`config.mk`:
```
export PLATFORM = sky130hd
export DESIGN_NAME = acia_poll_master
export DESIGN_NICKNAME = d
export VERILOG_FILES = /design/src/rtl/acia_poll_master.sv
export SDC_FILE = /design/constraint.sdc
export NUM_CORES = 1
export LEC_CHECK = 0
export ABC_AREA = 1
export CORE_MARGIN = 5
export CORE_UTILIZATION = 60
export DETAILED_ROUTE_END_ITERATION = 10
export DONT_BUFFER_PORTS = 1
export PLACE_DENSITY = 0.75
export SLEW_MARGIN = 20
export SYNTH_ARGS = -nofsm -noshare
export SYNTH_HDL_FRONTEND = slang
export SYNTH_SLANG_ARGS = --single-unit
```
`constraint.sdc`:
```
create_clock -name clk -period 1.7 [get_ports clk]
set_input_delay 0.085 -clock clk [delete_from_list [all_inputs] [get_ports clk]]
set_output_delay 0.085 -clock clk [all_outputs]
set_load 0.01 [all_outputs]
```
`src/rtl/acia_poll_master.sv`:
```
// acia_poll_master: polls an MC6850-style ACIA status register and moves
// bytes between its data register and valid/ready byte streams.
module acia_poll_master #(
  parameter int POLL_GAP     = 16,
  parameter int READ_LATENCY = 1
) (
  input  logic       clk,
  input  logic       resetn,
  output logic       acia_ce,
  output logic       acia_addr,
  output logic       acia_rd,
  output logic       acia_we,
  output logic [7:0] acia_dout,
  input  logic [7:0] acia_din,
  input  logic [7:0] tx_data,
  input  logic       tx_valid,
  output logic       tx_ready,
  output logic [7:0] rx_data,
  output logic       rx_valid,
  input  logic       rx_ready
);

  localparam int GW = (POLL_GAP > 0) ? $clog2(POLL_GAP + 1) : 1;
  localparam int LW = (READ_LATENCY > 1) ? $clog2(READ_LATENCY) : 1;
  localparam logic [GW-1:0] GAP_INIT = GW'(POLL_GAP);
  localparam logic [LW-1:0] LAT_INIT = LW'(READ_LATENCY - 1);

  typedef enum logic [2:0] {
    IDLE,
    ST_RD,
    ST_WT,
    DR_RD,
    DR_WT,
    DW
  } state_t;

  state_t        state;
  state_t        state_n;
  logic [GW-1:0] gap;
  logic [LW-1:0] lat;
  logic          lat_done;
  logic          rdrf;
  logic          tdre;
  logic          unused_status;

  assign lat_done      = (lat == '0);
  assign rdrf          = acia_din[0];
  assign tdre          = acia_din[1];
  assign unused_status = ^acia_din[7:2];

  always_ff @(posedge clk) begin
    if (!resetn) begin
      state <= IDLE;
    end else begin
      state <= state_n;
    end
  end

  always_comb begin
    state_n   = state;
    acia_ce   = 1'b0;
    acia_addr = 1'b0;
    acia_rd   = 1'b0;
    acia_we   = 1'b0;
    acia_dout = 8'h00;
    tx_ready  = 1'b0;
    unique case (state)
      IDLE: begin
        if (gap == '0) state_n = ST_RD;
      end
      ST_RD: begin
        acia_ce = 1'b1;
        acia_rd = 1'b1;
        state_n = ST_WT;
      end
      ST_WT: begin
        // RX wins over TX so the ACIA never overruns while we transmit
        if (lat_done) begin
          if (rdrf && !rx_valid) begin
            state_n = DR_RD;
          end else if (tdre && tx_valid) begin
            state_n = DW;
          end else begin
            state_n = IDLE;
          end
        end
      end
      DR_RD: begin
        acia_ce   = 1'b1;
        acia_addr = 1'b1;
        acia_rd   = 1'b1;
        state_n   = DR_WT;
      end
      DR_WT: begin
        if (lat_done) state_n = IDLE;
      end
      DW: begin
        acia_ce   = 1'b1;
        acia_addr = 1'b1;
        acia_we   = 1'b1;
        acia_dout = tx_data;
        tx_ready  = 1'b1;
        state_n   = IDLE;
      end
      default: begin
        state_n = IDLE;
      end
    endcase
  end

  always_ff @(posedge clk) begin
    if (!resetn) begin
      gap      <= GAP_INIT;
      lat      <= LAT_INIT;
      rx_valid <= 1'b0;
      rx_data  <= 8'h00;
    end else begin
      if (state_n == IDLE && state != IDLE) begin
        gap <= GAP_INIT;
      end else if (state == IDLE && gap != '0) begin
        gap <= gap - 1'b1;
      end
      if (state == ST_RD || state == DR_RD) begin
        lat <= LAT_INIT;
      end else if (!lat_done) begin
        lat <= lat - 1'b1;
      end
      if (state == DR_WT && lat_done) begin
        rx_data  <= acia_din;
        rx_valid <= 1'b1;
      end else if (rx_valid && rx_ready) begin
        rx_valid <= 1'b0;
      end
    end
  end

endmodule

```
==> impl_metrics.json, run 1 <==
{
  "hold_violations": 0,
  "reg2reg_depth": 7,
  "dr.pass1.iters": 4,
  "tritoncts": "done",
  "synthAdderAreaFrac_pct": 2.65,
  "setup_viol": 0,
  "antenna_found_initial": 0,
  "synth_mux_area_share_pct": 0,
  "slew_viol_final": 0,
  "grt_max_degree": 18,
  "postSynthCellCount": 148,
  "worstSetupStartpointType": "flip-flop",
  "clock_latency_ns": 0.29,
  "vias": 871,
  "slowest_stage": "dfxtp_1",
  "cts-root-buf": "clkbuf_4",
  "leakage_nw": 0.544,
  "powerDensity_nw_per_um2": 1190,
  "coreArea_um2": 1510,
  "synth_area_leaders": "dfxtp_1 38%, inv_1 12%, nand2_1 11%",
  "grt_pass1_wl_um": 3420,
  "grt_use_total_pct": 17.3,
  "io-pin-count": 42,
  "endpoint": "acia_dout[5]",
  "die_w_um": 49.7,
  "syn_nets": 170,
  "cp-end-kind": "output pin",
  "final_cell_area_um2": 1090,
  "finalNetCount": 183,
  "htreeDepth": 1,
  "initialDrtViolationCount": 15,
  "place_congestion": 0.804,
  "timing.final.crit_share_pct": 88.6,
  "post_dp_cell_area_um2": 952,
  "ys_types": 19,
  "final.setup.tns_ns": 0,
  "synth_top_family_by_area": "simple AND/OR/NAND/NOR gates",
  "viasPerCell": 4.95,
  "timing.rr.start": "gap[0]$_SDFFE_PP0P_",
  "criticalPathCategory": "flip-flop to output pin",
  "ir_worst_vdd_uv": 688,
  "cap_violations": 0,
  "drc_errors": 0,
  "crit_arrival_ns": 1.42,
  "gr-total-overflow": 0,
  "crit_cells": 6,
  "port_buffers": 0,
  "synth_seq_cells": 18,
  "cts_sinks": 18,
  "wl_um": 2040,
  "numCtsBuffers": 3,
  "crit_start": "state[0]$_SDFF_PN0_",
  "worstPathRequired_ns": 1.62,
  "layout_common_cells": "31 x inv_1, 28 x nand2_1, 23 x nor2_1, 18 x dfxtp_1, 12 x a21oi_1",
  "die_y_um": 49.7,
  "post-cts-setup-buffers": 0,
  "crit_top_cell": "nor2_1",
  "clock_tree.buffer_depth": 2,
  "wire_per_inst_um": 11.6,
  "cp_cell_sequence": "inv_1, nor2_1, inv_1, nor2_1, inv_2, nor2_1",
  "status": "finished clean",
  "hold_depth": 4,
  "min_period_ns": 1.51,
  "layout_commonest_cell": "inv_1",
  "num_rows": 14,
  "fp.dieArea_um2": 2470,
  "layout-area-overhead-vs-synth_pct": 15.9,
  "netlist.top_cell.by_area": "dfxtp_1",
  "synthXorXnorAreaFrac_pct": 0.928,
  "yosysTopAreaCellShare_pct": 38.2,
  "start_util_pct": 62.6,
  "finalClockSkew_ns": 0.00444,
  "place_hpwl_um": 1370,
  "synth_compound_area_share_pct": 12.1,
  "antenna_left": 0,
  "path_max_fanout": 9,
  "synth-simple-area-share_pct": 30.1,
  "synth_area_um2": 943,
  "ys_warn_count": 0,
  "synth-seq-area-share_pct": 38.2,
  "crit_family": "simple AND/OR/NAND/NOR gates",
  "r2r-end": "gap[4]$_SDFFE_PP1P_",
  "path_clk_slew_ns": 0.10,
  "critPathBufInv": 3,
  "grt_pass1_vias": 816,
  "postSynthAreaPerCell_um2": 6.37,
  "hold_class": "input port to flip-flop",
  "antenna_cells": 0,
  "grt_setup_unrepaired": "false",
  "r2r_slack_ns": 0.36,
  "cp_slowest_stage_delay_ns": 0.38,
  "max_freq_ghz": 0.664,
  "final_layout_size_suffix_gt1_share_pct": 10.0
}
-- worst reg2reg max path, cell delays in order (launching register included) --
cell and delay, ns:
dfxtp_1 0.31, inv_1 0.13, ha_1 0.20, nand2_1 0.06, nor2_1 0.22, nor2_4 0.07, a21oi_1 0.16, nand3_1 0.08
-- flip-flops by register name, indices dropped and copies added (netlist names) --
signal and cells:
gap 5, lat 1, rx_valid 1, rx_data 8, state 3
-- synthesized netlist by cell type (all sizes together) --
cell    count
a21oi      12
buf         2
clkbuf      1
clkinv      1
conb        1
dfxtp      18
ha          2
inv        33
nand2      30
nand3      10
nor2       26
o21ai      10
or2         1
xor2        1
-- per-layer routing --
layer	wire (µm)	vias to the layer above	track usage, %
li1	-	465	-
met5	0	-	0
met4	21	0	6.55
met2	972	33	29.2
met3	184	4	5.72
met1	859	369	20.0
-- worst min path at each step --
stage	start	end	slack (ns)
final	acia_din[1]	state[0]$_SDFF_PN0_	0.07
after global routing	acia_din[1]	state[0]$_SDFF_PN0_	0.11
after CTS	acia_din[1]	state[0]$_SDFF_PN0_	0.06
after detailed placement	resetn	gap[4]$_SDFFE_PP1P_	0.18
after global placement	resetn	gap[4]$_SDFFE_PP1P_	0.18
after floorplan	acia_din[5]	rx_data[5]$_SDFFE_PN0P_	0.25
-- power breakdown --
part	switching, mW	internal (mW)	leakage, nW	total, mW
combinational	0.319	0.202	0.376	0.521
clock	0.127	0.130	0.0210	0.258
sequential	0.0392	0.480	0.147	0.520
-- repair_timing --
item	in CTS	in global routing
resized for setup	0	1
setup endpoints to repair	0	3
hold buffers	10	0
endpoints found under the hold margin	17	0
-- cells by family (layout without fill, tap and decap cells) --
family	Yosys count	in the layout
other	1	1
adders and majority gates	2	2
and+or+nand+nor	67	67
DFF	18	18
AOI/OAI and AO/OA	22	22
buffers and inverters	37	49
xor gates and xnor gates	1	1
-- per-stage QoR --
step                      hold slack (ns)  power, mW  cells  util, %  worst slack (ns)
after floorplan                     0.248      0.944    148        -             0.476
after global placement              0.175       1.01    162     63.2             0.344
after detailed placement            0.177       1.02    162     63.2             0.258
after CTS                          0.0598       1.30    176     72.3             0.195
after global routing                0.106       1.44    176     72.6            0.0739
final                              0.0738       1.30    176     72.6             0.193
-- final cells by class --
class                           instances  area (µm²)
Sequential cell                        18         360
Timing Repair Buffer                   11         108
Fill cell                             131         413
Tap cell                               16        20.0
Multi-Input combinational cell         93         440
Inverter                               34         129
Clock buffer                            4        36.3
Power figures use the tool's default switching activity.
==> run 2: changes to the inputs <==
--- a/config.mk
+++ b/config.mk
@@ -6,7 +6,7 @@
 export NUM_CORES = 1
 export LEC_CHECK = 0
 export ABC_AREA = 1
-export CORE_MARGIN = 5
+export CORE_MARGIN = 4
 export CORE_UTILIZATION = 60
 export DETAILED_ROUTE_END_ITERATION = 10
 export DONT_BUFFER_PORTS = 1
==> impl_metrics.json, run 2 (synthesized netlist as in run 1, its figures left out) <==
{
  "grt_max_degree": 18,
  "place_congestion": 0.798,
  "grt_pass1_wl_um": 2930,
  "coreArea_um2": 1490,
  "r2r_slack_ns": 0.33,
  "hold_class": "input port to flip-flop",
  "path_max_fanout": 9,
  "drc_errors": 0,
  "combPwrFrac_pct": 39.6,
  "ir_worst_vdd_uv": 807,
  "final_layout_size_suffix_gt1_share_pct": 10.3,
  "internal_power_mw": 0.807,
  "seq_power_share_pct": 40.5,
  "powerDensity_nw_per_um2": 1220,
  "crit_arrival_ns": 1.39,
  "port_buffers": 0,
  "setup_viol": 0,
  "antenna_cells": 0,
  "wire_per_inst_um": 11.1,
  "worstSetupStartpointType": "flip-flop",
  "dr.pass1.iters": 4,
  "fin_ws_ns": 0.229,
  "initialDrtViolationCount": 10,
  "post-cts-setup-buffers": 0,
  "io-pin-count": 42,
  "holdWs_ns": -0.00258,
  "min_period_ns": 1.47,
  "finalNetCount": 179,
  "post_dp_cell_area_um2": 952,
  "crit_top_cell": "nor2_1",
  "slew_viol_final": 0,
  "grt_use_total_pct": 18.0,
  "violations": "hold timing",
  "grt_setup_unrepaired": "false",
  "die_y_um": 47.7,
  "final.setup.tns_ns": 0,
  "antenna_found_initial": 0,
  "switchingPower_mw": 0.483,
  "vias": 876,
  "leakage_nw": 0.527,
  "slowest_stage": "dfxtp_1",
  "cp_cell_sequence": "inv_1, nor2_1, inv_1, nor2_1, inv_2, nor2_1",
  "wl_um": 1910,
  "die_w_um": 47.7,
  "layout_common_cells": "31 x inv_1, 28 x nand2_1, 23 x nor2_1, 18 x dfxtp_1, 12 x a21oi_1",
  "cts_sinks": 18,
  "place_hpwl_um": 1440,
  "dp_slack_ns": 0.241,
  "antenna_left": 0,
  "status": "complete, but fails checks",
  "swShare_pct": 37.4,
  "cp_slowest_stage_delay_ns": 0.38,
  "reg.largest.list": "rx_data x8, gap x5, state x3",
  "viasPerCell": 5.09,
  "max_freq_ghz": 0.680,
  "layout-area-overhead-vs-synth_pct": 11.7,
  "timing.final.crit_share_pct": 86.5,
  "fp.dieArea_um2": 2270,
  "layout_commonest_cell": "inv_1",
  "finalClockSkew_ns": 0.000937,
  "tritoncts": "done",
  "start_util_pct": 63.4,
  "clock_tree.buffer_depth": 2,
  "cp-end-kind": "output pin",
  "top_register": "rx_data",
  "final_cell_area_um2": 1050,
  "num_rows": 14,
  "numCtsBuffers": 3,
  "cts-root-buf": "clkbuf_4",
  "largest_reg_flops": 8,
  "grt_pass1_vias": 726,
  "hold_violations": 1,
  "cap_violations": 0,
  "criticalPathCategory": "flip-flop to output pin",
  "gr-total-overflow": 0,
  "path_clk_slew_ns": 0.10,
  "htreeDepth": 1,
  "worstPathRequired_ns": 1.62,
  "clock_latency_ns": 0.29,
  "pwr-share-clk_pct": 19.9
}
## run 2: path summary, 6_finish.rpt
path / cells past startpoint / from / end
setup / recovery: 6 / state[0]$_SDFF_PN0_ / acia_dout[1]
hold / removal: 2 / acia_din[7] / rx_data[7]$_SDFFE_PN0P_
setup reg to reg: 8 / gap[0]$_SDFFE_PP0P_ / gap[3]$_SDFFE_PP0P_
hold reg to reg: 2 / rx_data[7]$_SDFFE_PN0P_ / rx_data[7]$_SDFFE_PN0P_
## run 2: through the flow
stage                     power, mW  util (%)  cells
after floorplan               0.944         -    148
after global placement         1.00      63.9    162
after detailed placement       1.03      63.9    162
after CTS                      1.30      70.4    172
after global routing           1.40      70.8    172
final                          1.29      70.8    172
## run 2: critical path, delay by kind of cell (launching register included)
kind | cells | cell delay, ns
buf+inv | 3 | 0.25
flops | 1 | 0.38
simple gates | 3 | 0.46
## run 2: power by group through the flow
| stage | sequential (mW) | combinational, mW | clock (mW) |
|---|---|---|---|
| 2_1_floorplan | 0.520 | 0.424 | 0 |
| 3_3_place_gp | 0.526 | 0.478 | 0 |
| 3_5_place_dp | 0.531 | 0.500 | 0 |
| 4_1_cts | 0.521 | 0.517 | 0.262 |
| 5_1_grt | 0.528 | 0.602 | 0.272 |
| 6_report | 0.523 | 0.510 | 0.257 |
## run 2: metal layers
layer	part of all wire (%)	track usage (%)	vias up
li1	-	-	459
met1	41	20.2	376
met2	49	33.7	35
met3	8.6	1.88	6
met4	1.6	8.06	0
met5	0	0	-
## run 2: area by class of cell
class | count | area, µm²
fill | 126 | 435
multi-input combinational | 93 | 440
sequential | 18 | 360
inverter | 34 | 129
timing repair buffer | 7 | 67.6
tap | 16 | 20.0
clock buffer | 4 | 36.3
## run 2: what timing repair did
action | 4_1_cts | 5_1_grt
hold endpoints to repair | 17 | 0
hold buffers | 6 | 0
endpoints found under the setup margin | 0 | 3
resized for setup | 0 | 1
